==> src/rtl/sdram_arbiter.sv <==
// Shares one SDRAM controller command port between display reads, draw reads/writes
// and periodic refresh, and steers read data back to its requester by tag.
module sdram_arbiter #(
  parameter int REFRESH_INTERVAL = 780,
  parameter int DRAW_MIN_SLOT    = 8,
  parameter int TAG_DEPTH        = 4
) (
  input  logic        clk_draw,
  input  logic        rst_draw,
  input  logic        disp_req_valid,
  output logic        disp_req_ready,
  input  logic [23:0] disp_req_addr,
  output logic        disp_rsp_valid,
  output logic [15:0] disp_rsp_data,
  input  logic        draw_req_valid,
  output logic        draw_req_ready,
  input  logic        draw_req_write,
  input  logic [23:0] draw_req_addr,
  input  logic [15:0] draw_req_wdata,
  output logic        draw_rsp_valid,
  output logic [15:0] draw_rsp_data,
  output logic        mem_cmd_valid,
  input  logic        mem_cmd_ready,
  output logic [1:0]  mem_cmd_op,
  output logic [23:0] mem_cmd_addr,
  output logic [15:0] mem_cmd_wdata,
  input  logic        mem_rsp_valid,
  input  logic [15:0] mem_rsp_data,
  output logic        refresh_overrun
);

  localparam logic [0:0] IDLE = 1'b0;
  localparam logic [0:0] CMD  = 1'b1;

  localparam logic [1:0] OP_READ    = 2'b00;
  localparam logic [1:0] OP_WRITE   = 2'b01;
  localparam logic [1:0] OP_REFRESH = 2'b10;

  localparam int TW = (REFRESH_INTERVAL > 1) ? $clog2(REFRESH_INTERVAL) : 1;
  localparam int SW = (DRAW_MIN_SLOT > 0) ? $clog2(DRAW_MIN_SLOT + 1) : 1;
  localparam int CW = $clog2(TAG_DEPTH + 1);
  localparam int PW = (TAG_DEPTH > 1) ? $clog2(TAG_DEPTH) : 1;

  localparam logic [TW-1:0] TIMER_RELOAD = TW'(REFRESH_INTERVAL - 1);
  localparam logic [SW-1:0] STREAK_LIMIT = SW'(DRAW_MIN_SLOT);
  localparam logic [CW-1:0] TAG_FULL     = CW'(TAG_DEPTH);
  localparam logic [PW-1:0] PTR_LAST     = PW'(TAG_DEPTH - 1);

  logic [0:0]           state_q, state_d;
  logic [TW-1:0]        timer_q, timer_d;
  logic [2:0]           refresh_pending_q, refresh_pending_d;
  logic                 refresh_overrun_q, refresh_overrun_d;
  logic [SW-1:0]        streak_q, streak_d;
  logic [TAG_DEPTH-1:0] tag_mem_q, tag_mem_d;
  logic [PW-1:0]        tag_rd_ptr_q, tag_rd_ptr_d;
  logic [PW-1:0]        tag_wr_ptr_q, tag_wr_ptr_d;
  logic [CW-1:0]        tag_count_q, tag_count_d;
  logic                 mem_cmd_valid_q, mem_cmd_valid_d;
  logic [1:0]           mem_cmd_op_q, mem_cmd_op_d;
  logic [23:0]          mem_cmd_addr_q, mem_cmd_addr_d;
  logic [15:0]          mem_cmd_wdata_q, mem_cmd_wdata_d;
  logic                 disp_rsp_valid_q, disp_rsp_valid_d;
  logic [15:0]          disp_rsp_data_q, disp_rsp_data_d;
  logic                 draw_rsp_valid_q, draw_rsp_valid_d;
  logic [15:0]          draw_rsp_data_q, draw_rsp_data_d;

  logic timer_tick;
  logic read_room;
  logic draw_eligible;
  logic disp_eligible;
  logic draw_forced;
  logic grant_refresh;
  logic grant_draw;
  logic grant_disp;
  logic grant_read;
  logic tag_push;
  logic tag_pop;
  logic pop_owner;

  function automatic logic [PW-1:0] ptr_next(input logic [PW-1:0] ptr);
    return (ptr == PTR_LAST) ? '0 : ptr + PW'(1);
  endfunction

  // A draw write needs no tag slot, so only reads are held back by a full tag FIFO.
  always_comb begin
    timer_tick    = (timer_q == '0);
    read_room     = (tag_count_q < TAG_FULL);
    draw_eligible = draw_req_valid && (draw_req_write || read_room);
    disp_eligible = disp_req_valid && read_room;
    draw_forced   = (streak_q == STREAK_LIMIT);
    grant_refresh = 1'b0;
    grant_draw    = 1'b0;
    grant_disp    = 1'b0;
    if ((state_q == IDLE) && !rst_draw) begin
      if (refresh_pending_q != 3'd0) begin
        grant_refresh = 1'b1;
      end else if (draw_forced && draw_eligible) begin
        grant_draw = 1'b1;
      end else if (disp_eligible) begin
        grant_disp = 1'b1;
      end else if (draw_eligible) begin
        grant_draw = 1'b1;
      end
    end
    grant_read = grant_disp || (grant_draw && !draw_req_write);
  end

  assign disp_req_ready = grant_disp;
  assign draw_req_ready = grant_draw;

  always_comb begin
    state_d         = state_q;
    mem_cmd_valid_d = mem_cmd_valid_q;
    mem_cmd_op_d    = mem_cmd_op_q;
    mem_cmd_addr_d  = mem_cmd_addr_q;
    mem_cmd_wdata_d = mem_cmd_wdata_q;
    if (state_q == CMD) begin
      if (mem_cmd_valid_q && mem_cmd_ready) begin
        state_d         = IDLE;
        mem_cmd_valid_d = 1'b0;
      end
    end else if (grant_refresh) begin
      state_d         = CMD;
      mem_cmd_valid_d = 1'b1;
      mem_cmd_op_d    = OP_REFRESH;
      mem_cmd_addr_d  = '0;
      mem_cmd_wdata_d = '0;
    end else if (grant_disp) begin
      state_d         = CMD;
      mem_cmd_valid_d = 1'b1;
      mem_cmd_op_d    = OP_READ;
      mem_cmd_addr_d  = disp_req_addr;
      mem_cmd_wdata_d = '0;
    end else if (grant_draw) begin
      state_d         = CMD;
      mem_cmd_valid_d = 1'b1;
      mem_cmd_op_d    = draw_req_write ? OP_WRITE : OP_READ;
      mem_cmd_addr_d  = draw_req_addr;
      mem_cmd_wdata_d = draw_req_wdata;
    end
  end

  // Responses arrive in command order; a response with no outstanding tag is discarded.
  always_comb begin
    tag_push         = grant_read;
    tag_pop          = mem_rsp_valid && (tag_count_q != '0);
    pop_owner        = tag_mem_q[tag_rd_ptr_q];
    tag_mem_d        = tag_mem_q;
    tag_rd_ptr_d     = tag_rd_ptr_q;
    tag_wr_ptr_d     = tag_wr_ptr_q;
    if (tag_push) begin
      tag_mem_d[tag_wr_ptr_q] = grant_draw;
      tag_wr_ptr_d            = ptr_next(tag_wr_ptr_q);
    end
    if (tag_pop) begin
      tag_rd_ptr_d = ptr_next(tag_rd_ptr_q);
    end
    tag_count_d      = tag_count_q + CW'(tag_push) - CW'(tag_pop);
    disp_rsp_valid_d = tag_pop && !pop_owner;
    draw_rsp_valid_d = tag_pop && pop_owner;
    disp_rsp_data_d  = disp_rsp_valid_d ? mem_rsp_data : disp_rsp_data_q;
    draw_rsp_data_d  = draw_rsp_valid_d ? mem_rsp_data : draw_rsp_data_q;
  end

  // A tick and a grant together cancel; a tick onto a full backlog is lost and flagged.
  always_comb begin
    timer_d           = timer_tick ? TIMER_RELOAD : timer_q - TW'(1);
    refresh_pending_d = refresh_pending_q;
    refresh_overrun_d = refresh_overrun_q;
    if (timer_tick && (refresh_pending_q == 3'd7)) begin
      refresh_overrun_d = 1'b1;
    end
    if (timer_tick && !grant_refresh && (refresh_pending_q != 3'd7)) begin
      refresh_pending_d = refresh_pending_q + 3'd1;
    end else if (!timer_tick && grant_refresh) begin
      refresh_pending_d = refresh_pending_q - 3'd1;
    end
    streak_d = streak_q;
    if (!draw_req_valid || grant_draw) begin
      streak_d = '0;
    end else if (grant_disp) begin
      streak_d = streak_q + SW'(1);
    end
  end

  always_ff @(posedge clk_draw) begin
    if (rst_draw) begin
      state_q           <= IDLE;
      timer_q           <= TIMER_RELOAD;
      refresh_pending_q <= '0;
      refresh_overrun_q <= 1'b0;
      streak_q          <= '0;
      tag_mem_q         <= '0;
      tag_rd_ptr_q      <= '0;
      tag_wr_ptr_q      <= '0;
      tag_count_q       <= '0;
      mem_cmd_valid_q   <= 1'b0;
      mem_cmd_op_q      <= '0;
      mem_cmd_addr_q    <= '0;
      mem_cmd_wdata_q   <= '0;
      disp_rsp_valid_q  <= 1'b0;
      disp_rsp_data_q   <= '0;
      draw_rsp_valid_q  <= 1'b0;
      draw_rsp_data_q   <= '0;
    end else begin
      state_q           <= state_d;
      timer_q           <= timer_d;
      refresh_pending_q <= refresh_pending_d;
      refresh_overrun_q <= refresh_overrun_d;
      streak_q          <= streak_d;
      tag_mem_q         <= tag_mem_d;
      tag_rd_ptr_q      <= tag_rd_ptr_d;
      tag_wr_ptr_q      <= tag_wr_ptr_d;
      tag_count_q       <= tag_count_d;
      mem_cmd_valid_q   <= mem_cmd_valid_d;
      mem_cmd_op_q      <= mem_cmd_op_d;
      mem_cmd_addr_q    <= mem_cmd_addr_d;
      mem_cmd_wdata_q   <= mem_cmd_wdata_d;
      disp_rsp_valid_q  <= disp_rsp_valid_d;
      disp_rsp_data_q   <= disp_rsp_data_d;
      draw_rsp_valid_q  <= draw_rsp_valid_d;
      draw_rsp_data_q   <= draw_rsp_data_d;
    end
  end

  assign mem_cmd_valid   = mem_cmd_valid_q;
  assign mem_cmd_op      = mem_cmd_op_q;
  assign mem_cmd_addr    = mem_cmd_addr_q;
  assign mem_cmd_wdata   = mem_cmd_wdata_q;
  assign disp_rsp_valid  = disp_rsp_valid_q;
  assign disp_rsp_data   = disp_rsp_data_q;
  assign draw_rsp_valid  = draw_rsp_valid_q;
  assign draw_rsp_data   = draw_rsp_data_q;
  assign refresh_overrun = refresh_overrun_q;

endmodule

==> config.mk <==
export PLATFORM = sky130hd
export DESIGN_NAME = sdram_arbiter
export DESIGN_NICKNAME = d
export VERILOG_FILES = /design/src/rtl/sdram_arbiter.sv
export SDC_FILE = /design/constraint.sdc
export NUM_CORES = 1
export LEC_CHECK = 0
export BUFFER_PORTS_ARGS = -buffer_cell sky130_fd_sc_hd__buf_2
export CAP_MARGIN = 25
export CORE_ASPECT_RATIO = 0.7
export CORE_UTILIZATION = 40
export DETAILED_ROUTE_END_ITERATION = 8
export GPL_TIMING_DRIVEN = 0
export MAX_ROUTING_LAYER = met4
export PLACE_DENSITY = 0.76
export SYNTH_ARGS = -nofsm -noshare
export SYNTH_HDL_FRONTEND = slang
export SYNTH_SLANG_ARGS = --single-unit
==> constraint.sdc <==
create_clock -name clk_draw -period 8 [get_ports clk_draw]
set_input_delay 0.8 -clock clk_draw [delete_from_list [all_inputs] [get_ports clk_draw]]
set_output_delay 0.8 -clock clk_draw [all_outputs]
set_load 0.005 [all_outputs]
==> results_dict.tcl, run 1 <==
set metrics [dict create \
    fin_tns_setup_ns 0 \
    antenna_cells 0 \
    drc_errors 0 \
    hold_ws_ns 0.419 \
    yosysSeqAreaShare_pct 48.6 \
    cts_buffers 9 \
    gp_congestion 0.871 \
    clk_pin_slew_worst_paths_ns 0.07 \
    maxSlewHeadroom_pct 64.5 \
    grt-ovfl-total 0 \
    cts-root-buf "clkbuf_16" \
    cp-end-kind "primary output" \
    syn_avg_cell_area_um2 9.30 \
    clock_sinks 107 \
    hp-class "reg -> reg" \
    fillers 951 \
    ys.flop_type "dfxtp_1" \
    wl_per_cell_um 13.8 \
    postPlaceCellArea_mm2 0.00542 \
    coreArea_mm2 0.0105 \
    track_usage_pct 20.7 \
    port_buffers 166 \
    drt_iter0_drc 191 \
    ctsLongestPathBuffers 2 \
    area_growth_pct 30.1 \
    synth_warnings 0 \
    grt_first_pass_wirelength_um 18500 \
    p_leak_nw 2.77 \
    synth_area_leaders "dfxtp_1, mux2i_1, nor2_1, nand2_1, a31oi_1" \
    setup_viol_count_final 0 \
    clock_skew_ns 0.00798 \
    pwr_density_cell_mw_per_mm2 241 \
    fin_crit_sh_pct 36.5 \
    cp_common_cell "buf_2" \
    ys_ff_latch 107 \
    critical_path.endpoint "draw_req_ready" \
    dr.pass1.iters 5 \
    start_kind "register" \
    min_from "timer_q[0]" \
    criticalPathCategory "reg -> out" \
    hold_viol_final 0 \
    critPathMaxStageDelay_ns 0.46 \
    finalCriticalPeriod_ns 2.92 \
    cts_tree "done" \
    worst_r2r_path_depth 12 \
    htreeDepth 3 \
    vdd_drop_max_mv 0.121 \
    startpoint "refresh_pending_q[0]" \
    ios 167 \
    synth_async_sr_flop_share_pct 0 \
    maxSlewViolCount 0 \
    timing.fmax_mhz 343 \
    path_buf_inv 2 \
    drv_cap 0 \
    synth_top_area_cell "dfxtp_1" \
    dp_cells 788 \
    drt_wl_total_um 11100 \
    cp_max_fo 10 \
    syn_area_mm2 0.00441 \
    final_nets 751 \
    cpMaxStageDelayCell "or3_4" \
    whs_path_depth 1 \
    final-instance-count-excl-fill 804 \
    row_count 31 \
    syn_inst 474 \
    r2r-start "refresh_pending_q[0]" \
    grt_max_degree 18 \
    postCtsSetupBuffers 0 \
    cp_top_family "simple AND/OR/NAND/NOR gates" \
    antenna_found_initial 0 \
    outcome "finished, final reports clean" \
    die_w_um 127 \
    cp.depth 5 \
    synth-edff-count 0 \
    grt_pass1_vias 4030 \
    reg2reg_slack_ns 5.23 \
    fin_total_pwr_mw 1.38 \
    worstPathCellList "or3_4 > nor3_1 > o2111a_1 > buf_2 > buf_2" \
    die_y_um 89.8 \
    layout-drive-gt1-share_pct 32.3 \
    synth_nets 574 \
    final_area_mm2 0.00573 \
    worstPathArrival_ns 2.12 \
    vias_per_cell 5.00 \
    clk-insertion-delay-late_ns 0.35 \
    cp.required_ns 7.20 \
    cts_hold_buf 0 \
    hpwl_um 8400 \
    cts-resized-gates 0 \
    synth_cell_type_count 50 \
    drtAntennaViolNets 0 \
    timing.rr.end "tag_count_q[2]" \
    start_util_pct 41.9 \
    worstMarginPinSlew_ns 0.530 \
    die_area_mm2 0.0114 \
    vias 4021 \
    rsz0062_at_grt "false" \
    synth_top_area_share_pct 48.6 \
]
-- placed cells by master (no fill, tap or decap), types with 3 or more instances in the layout --
cell type  count
nor3_1         5
buf_1          3
a22oi_1       17
dfxtp_1      107
a31oi_1       25
mux2i_1       34
ha_1          11
o21ai_0       25
xnor2_1        5
buf_6          5
clkbuf_16      9
a31o_1         3
clkbuf_1      13
nand2_1       68
inv_1         10
a21oi_1       12
nand2b_1       6
buf_2        171
nand3_1        4
nor2_1        71
o31ai_1        3
xor2_1         7
-- worst min-delay path by stage --
stage	to	slack, ns
2_1_floorplan	timer_q[0]	0.38
5_1_grt	timer_q[0]	0.44
4_1_cts	timer_q[0]	0.42
6_report	timer_q[0]	0.42
3_3_place_gp	timer_q[0]	0.39
3_5_place_dp	timer_q[0]	0.41
-- flip-flops by register name, indices dropped and copies added, names as in the netlist, 2 cells and up --
name,cells
mem_cmd_op,2
tag_count_q,3
disp_rsp_data,16
tag_rd_ptr_q,2
tag_wr_ptr_q,2
timer_q,10
refresh_pending_q,3
mem_cmd_addr,24
draw_rsp_data,16
mem_cmd_wdata,16
streak_q,4
tag_mem_q,4
-- worst register-to-register path, stage by stage (launching register included) --
cell     delay, ns
dfxtp_1       0.36
or3_4         0.46
nor4_4        0.32
o21a_4        0.22
inv_2         0.04
ha_1          0.28
inv_1         0.05
ha_1          0.13
inv_1         0.05
fa_1          0.37
xor2_1        0.18
xnor2_1       0.14
nor2_1        0.05
-- cells in the mapped netlist (2+ instances only) --
cell        n
dfxtp_1   107
nor2_1     71
nand2_1    68
mux2i_1    34
a31oi_1    25
o21ai_0    25
a22oi_1    17
a21oi_1    12
clkbuf_1   12
ha_1       11
inv_1      10
xor2_1      7
nand2b_1    6
buf_2       5
buf_6       5
nor3_1      5
xnor2_1     5
nand3_1     4
a31o_1      3
buf_1       3
o31ai_1     3
and3_1      2
fa_1        2
nand2_4     2
nor2_2      2
nor2b_1     2
or3_1       2
or4_4       2
-- layer usage --
metal | global-route usage, % | routed length, um | vias up
met5 | - | 0 | -
met1 | 23.6 | 4820 | 1930
met3 | 4.17 | 514 | 16
met4 | 7.44 | 186 | 0
li1 | - | - | 1975
met2 | 35.8 | 5610 | 100
-- report_power, final --
part	switching [mW]	total, mW	leakage, nW	internal, mW
Clock	0.198	0.460	0.150	0.262
Combinational	0.159	0.295	1.75	0.136
Sequential	0.0375	0.626	0.873	0.589
Total	0.394	1.38	2.77	0.988
-- cells by family after synthesis --
logic type | share of synthesized area (%)
compound gates | 13.9
xor+xnor | 2.38
fa+ha+maj | 4.03
buf+inv | 4.43
flops | 48.6
mux | 8.49
simple gates | 18.1
-- per-stage QoR --
step | utilization [%] | setup slack (ns)
after global placement | 51.6 | 5.00
after global routing | 54.6 | 4.99
final | 54.6 | 5.08
after CTS | 54.6 | 5.06
after detailed placement | 51.6 | 4.95
after floorplan | - | 5.29
-- final cells by class --
type	count	area, um2	share of cell area [%]
Sequential cell	107	2140	37.4
Multi-Input combinational cell	329	2070	36.1
Timing Repair Buffer	166	831	14.5
Clock buffer	12	256	4.47
Tap cell	148	185	3.23
Buffer	26	145	2.53
Clock inverter	4	55.1	0.960
Inverter	12	50.0	0.873
(Power assumes the default switching activity.)
==> run 2, diff against run 1 <==
--- a/config.mk
+++ b/config.mk
@@ -12,7 +12,7 @@
 export DETAILED_ROUTE_END_ITERATION = 8
 export GPL_TIMING_DRIVEN = 0
 export MAX_ROUTING_LAYER = met4
-export PLACE_DENSITY = 0.76
+export PLACE_DENSITY = 0.79
 export SYNTH_ARGS = -nofsm -noshare
 export SYNTH_HDL_FRONTEND = slang
 export SYNTH_SLANG_ARGS = --single-unit
==> constraint.sdc (replaced) <==
create_clock -name clk_draw -period 2.37 [get_ports clk_draw]
set_input_delay 0.237 -clock clk_draw [delete_from_list [all_inputs] [get_ports clk_draw]]
set_output_delay 0.237 -clock clk_draw [all_outputs]
set_load 0.005 [all_outputs]
==> run 2 against run 1 <==
  * The run now ends with setup timing left
  * Combinational power rose to 3.6 times the previous value
  * Total power grew to 3.4 times the previous value
  * Non-clock buffer count rose by 7
  * Final cell count is 0.87% higher
  * Setup slack worse by 5.2 ns
  * Largest cell class unchanged
  * Highest routed layer unchanged
==> results_dict.tcl, run 2 (synthesis gave the netlist of run 1 again) <==
set metrics [dict create \
    clock_skew_ns 0.00518 \
    pwr_density_cell_mw_per_mm2 812 \
    hp-class "in -> reg" \
    start_util_pct 41.9 \
    most-common-layout-cells "buf_2, dfxtp_1, nor2_1" \
    drc_errors 0 \
    vdd_drop_max_mv 0.383 \
    place_ws_ns -0.400 \
    dp_cells 788 \
    drt_iter0_drc 189 \
    die_area_mm2 0.0114 \
    track_usage_pct 21.2 \
    layout-drive-gt1-share_pct 35.3 \
    final_nets 758 \
    die_y_um 89.8 \
    final-instance-count-excl-fill 811 \
    postPlaceCellArea_mm2 0.00545 \
    gp_congestion 0.882 \
    rsz0062_at_grt "true" \
    cp_max_fo 2 \
    finalCriticalPeriod_ns 2.44 \
    worstMarginPinSlew_ns 0.490 \
    grt_first_pass_wirelength_um 18900 \
    grt_pass1_vias 4117 \
    fin_total_pwr_mw 4.75 \
    grt_max_degree 20 \
    antenna_cells 0 \
    dr.pass1.iters 4 \
    p_leak_nw 2.82 \
    htreeDepth 3 \
    hold_ws_ns 0.136 \
    maxSlewHeadroom_pct 67.4 \
    timing.fmax_mhz 410 \
    vias 4041 \
    final_area_mm2 0.00585 \
    drtAntennaViolNets 0 \
    drv_cap 0 \
    cts_tree "done" \
    drt_wl_total_um 11500 \
    hpwl_um 8510 \
    setup_viol_count_final 1 \
    row_count 31 \
    fin_tns_setup_ns -0.0716 \
    maxSlewViolCount 0 \
    largest_reg_flops 24 \
    clk_pin_slew_worst_paths_ns 0.07 \
    ctsLongestPathBuffers 2 \
    clock_sinks 107 \
    cts-root-buf "clkbuf_16" \
    antenna_found_initial 0 \
    wl_per_cell_um 14.2 \
    cts_hold_buf 0 \
    port_buffers 166 \
    start_kind "register" \
    grt-ovfl-total 0 \
    clk-insertion-delay-late_ns 0.35 \
    mostFrequentLayoutCell "buf_2" \
    fin_crit_sh_pct 103 \
    criticalPathCategory "reg -> reg" \
    cts_buffers 9 \
    violations "setup timing" \
    fin_ws_ns -0.0716 \
    area_growth_pct 32.8 \
    cp.required_ns 2.59 \
    cp-end-kind "register" \
    outcome "complete, but fails checks" \
    utilization_pct 55.7 \
    die_w_um 127 \
    worstPathArrival_ns 2.66 \
    vias_per_cell 4.98 \
    coreArea_mm2 0.0105 \
    ios 167 \
    hold_viol_final 0 \
]
==> run 2: worst paths after layout <==
kind	slack [ns]	start	endpoint	depth (start not counted)
setup / recovery	-0.07	refresh_pending_q[1]	tag_count_q[2]	12
hold reg to reg	0.42	timer_q[0]	timer_q[0]	1
setup reg to reg	-0.07	refresh_pending_q[1]	tag_count_q[2]	12
hold / removal	0.14	mem_rsp_data[10]	draw_rsp_data[10]	3
==> run 2: per-layer routing <==
| metal | vias to the layer above | global-route usage [%] | share of wire (%) |
|---|---|---|---|
| met4 | 0 | 9.03 | 3.0 |
| met1 | 1933 | 23.6 | 43 |
| met5 | - | - | 0 |
| met3 | 31 | 3.99 | 3.3 |
| li1 | 1989 | - | - |
| met2 | 88 | 36.8 | 51 |
==> run 2: critical path, cell delays in order (launching register included) <==
cell and delay (ns):
dfxtp_2 0.33, or3_4 0.40, nor4_4 0.21, o21a_4 0.20, inv_4 0.04, ha_4 0.20
inv_2 0.06, ha_4 0.11, inv_2 0.03, fa_2 0.33, xor2_1 0.16, xnor2_1 0.20
nor2_1 0.06
==> run 2: power breakdown <==
part	internal, mW	switching, mW	total [mW]
clock network	0.843	0.724	1.57
logic	0.493	0.561	1.05
registers	1.99	0.139	2.13
==> run 2: what timing repair did <==
action,CTS,global route
pin swaps,6,0
setup buffers,7,0
gates resized for setup,10,1
setup endpoints to repair,2,3
==> run 2: final cells by class <==
type	count	area [um2]
clock inverters	7	83.8
repair buffers	173	883
flip-flops and latches	107	2150
plain buffers	26	148
clock buffers	9	225
fillers	930	4660
well taps	148	185
inverters	12	52.6
multi-input cells	329	2120
==> run 3, diff against run 2 <==
--- a/config.mk
+++ b/config.mk
@@ -6,13 +6,12 @@
 export NUM_CORES = 1
 export LEC_CHECK = 0
 export BUFFER_PORTS_ARGS = -buffer_cell sky130_fd_sc_hd__buf_2
-export CAP_MARGIN = 25
 export CORE_ASPECT_RATIO = 0.7
-export CORE_UTILIZATION = 40
+export CORE_UTILIZATION = 44
 export DETAILED_ROUTE_END_ITERATION = 8
 export GPL_TIMING_DRIVEN = 0
 export MAX_ROUTING_LAYER = met4
-export PLACE_DENSITY = 0.79
+export PLACE_DENSITY = 0.85
 export SYNTH_ARGS = -nofsm -noshare
 export SYNTH_HDL_FRONTEND = slang
 export SYNTH_SLANG_ARGS = --single-unit
==> constraint.sdc (replaced) <==
create_clock -name clk_draw -period 2.37 [get_ports clk_draw]
set_input_delay 0.1185 -clock clk_draw [delete_from_list [all_inputs] [get_ports clk_draw]]
set_output_delay 0.1185 -clock clk_draw [all_outputs]
set_load 0.005 [all_outputs]
==> run 3 against run 2 <==
  * The run still ends with setup timing left
  * Sequential power about the same
  * Non-clock buffer count stayed put
  * Utilization up 4.8 points
  * Final cell count shrank 2.5%
  * Fmax grew 2.0%
  * Largest power group unchanged
  * Clock skew shrank 0.00053 ns
  * Hold slack got worse by 0.11 ns
  * Die area shrank 8.9%
  * Combinational power hardly changed
  * Sequential cell count is the same
  * Register-to-register slack improved by 0.05 ns
==> results_dict.tcl, run 3 (synthesis gave the netlist of run 1 again) <==
set metrics [dict create \
    vdd_drop_max_mv 0.425 \
    die_w_um 122 \
    hold_viol_final 0 \
    track_usage_pct 22.9 \
    layout-drive-gt1-share_pct 35.3 \
    wl_per_cell_um 14.2 \
    antenna_found_initial 0 \
    critPathMaxStageDelay_ns 0.34 \
    start_kind "register" \
    cp_max_fo 2 \
    clk-insertion-delay-late_ns 0.34 \
    mostFrequentLayoutCell "buf_2" \
    grt-ovfl-total 0 \
    die_area_mm2 0.0104 \
    start_util_pct 45.3 \
    clk_pin_slew_worst_paths_ns 0.07 \
    clock_sinks 107 \
    setup_viol_count_final 1 \
    cpMaxStageDelayCell "fa_2" \
    maxSlewHeadroom_pct 64.9 \
    p_comb_share_pct 21.5 \
    finalCriticalPeriod_ns 2.39 \
    grt_first_pass_wirelength_um 18400 \
    worstMarginPinSlew_ns 0.527 \
    cts-root-buf "clkbuf_16" \
    cts_buffers 9 \
    drc_errors 0 \
    pwr_density_cell_mw_per_mm2 844 \
    final_nets 758 \
    gp_congestion 0.905 \
    grt_max_degree 17 \
    grt_pass1_vias 4047 \
    vias_per_cell 5.18 \
    maxSlewViolCount 0 \
    fin_crit_sh_pct 101 \
    drv_cap 0 \
    area_growth_pct 33.5 \
    outcome "complete, but fails checks" \
    drtAntennaViolNets 0 \
    dp_cells 768 \
    port_buffers 166 \
    intPower_mw 3.63 \
    criticalPathCategory "reg -> reg" \
    cts_hold_buf 0 \
    htreeDepth 3 \
    clkPwrFrac_pct 35.7 \
    seq_power_share_pct 42.9 \
    timing.fmax_mhz 418 \
    place_ws_ns -0.379 \
    cts_tree "done" \
    fin_ws_ns -0.0238 \
    p_sw_share_pct 26.9 \
    die_y_um 85.7 \
    largest_reg_flops 24 \
    drt_iter0_drc 188 \
    utilization_pct 60.5 \
    clock_skew_ns 0.00465 \
    row_count 30 \
    worstPathCellList "inv_2 > ha_4 > nand2_2 > o31a_1 > o21a_4 > inv_4 > ha_4 > inv_2 > ha_4 > inv_2 > fa_2 > xor2_2 > xnor2_1 > nor2_1" \
    p_switching_mw 1.34 \
    p_leak_nw 2.84 \
    drt_wl_total_um 11300 \
    most-common-layout-cells "buf_2, dfxtp_1, nor2_1" \
    coreArea_mm2 0.00972 \
    rsz0062_at_grt "true" \
    ctsLongestPathBuffers 2 \
    cp-end-kind "register" \
    ios 167 \
    worstPathArrival_ns 2.61 \
    violations "setup timing" \
    hpwl_um 8430 \
    dr.pass1.iters 5 \
    hp-class "in -> reg" \
    vias 4098 \
    cp.required_ns 2.59 \
    final-instance-count-excl-fill 791 \
    antenna_cells 0 \
]
==> run 3: cell types whose count changed in the layout (fill, tap and decap cells not counted) <==
cell | previous run | this run
inv_1 | 7 | 6
bufinv_16 | 1 | 4
buf_4 | 9 | 8
xor2_2 | 0 | 1
xor2_1 | 7 | 6
inv_6 | 2 | 0
clkinv_4 | 2 | 1
clkbuf_1 | 12 | 14
inv_2 | 3 | 4
clkbuf_4 | 0 | 1
inv_8 | 2 | 0
==> run 3: power groups by stage <==
stage	Combinational [mW]	Clock (mW)	Sequential [mW]
detailed placement	1.03	0	2.16
finish	1.06	1.77	2.13
global placement	0.977	0	2.15
global route	1.18	1.87	2.15
CTS	1.07	1.80	2.13
floorplan	0.635	0	2.16
==> run 3: path summary, 6_finish.rpt <==
path / startpoint / end / slack [ns] / cells past startpoint
worst max-delay path: streak_q[0] / tag_count_q[2] / -0.02 / 14
worst min-delay path: mem_rsp_data[7] / draw_rsp_data[7] / 0.02 / 3
worst max register to register: streak_q[0] / tag_count_q[2] / -0.02 / 14
worst min register to register: timer_q[0] / timer_q[0] / 0.43 / 1
==> run 3: through the flow <==
stage | setup TNS [ns] | instance area, um2 | total power, mW | hold WS, ns
floorplan | -0.261 | 4440 | 2.79 | 0.262
global placement | -0.453 | 5430 | 3.12 | 0.364
detailed placement | -0.564 | 5430 | 3.18 | 0.378
CTS | -0.0268 | 5880 | 4.99 | 0.0165
global route | -0.157 | 5880 | 5.21 | 0.0234
finish | -0.0238 | 5880 | 4.96 | 0.0239
==> run 3: repair_timing <==
| action | CTS | global route |
|---|---|---|
| pin swaps | 6 | 0 |
| gates resized for setup | 11 | 2 |
| endpoints found under the setup margin | 2 | 3 |
| setup buffers | 7 | 0 |
==> run 3: final cells by class <==
type	count	area, um2
Fill cell	840	3840
Sequential cell	107	2150
Multi-Input combinational cell	329	2130
Timing Repair Buffer	173	883
Clock buffer	11	233
Tap cell	128	160
Buffer	26	148
Clock inverter	5	125
Inverter	12	52.6
==> run 3: worst max-delay path, delay by kind of cell, from the launching register on <==
kind / cells / cell delay, ns
flip-flops: 1 / 0.33
buffers and inverters: 4 / 0.22
AO/OA/AOI/OAI: 2 / 0.53
XOR/XNOR: 2 / 0.33
adder cells (fa/ha/maj): 4 / 0.77
AND/OR/NAND/NOR: 2 / 0.10
==> run 3: routing by layer <==
layer	track usage, %	up-vias	part of all wire [%]
met5	-	-	0
met4	8.42	0	2.2
met3	4.65	25	4.3
met2	38.5	115	50
met1	27.2	1968	44
li1	-	1990	-
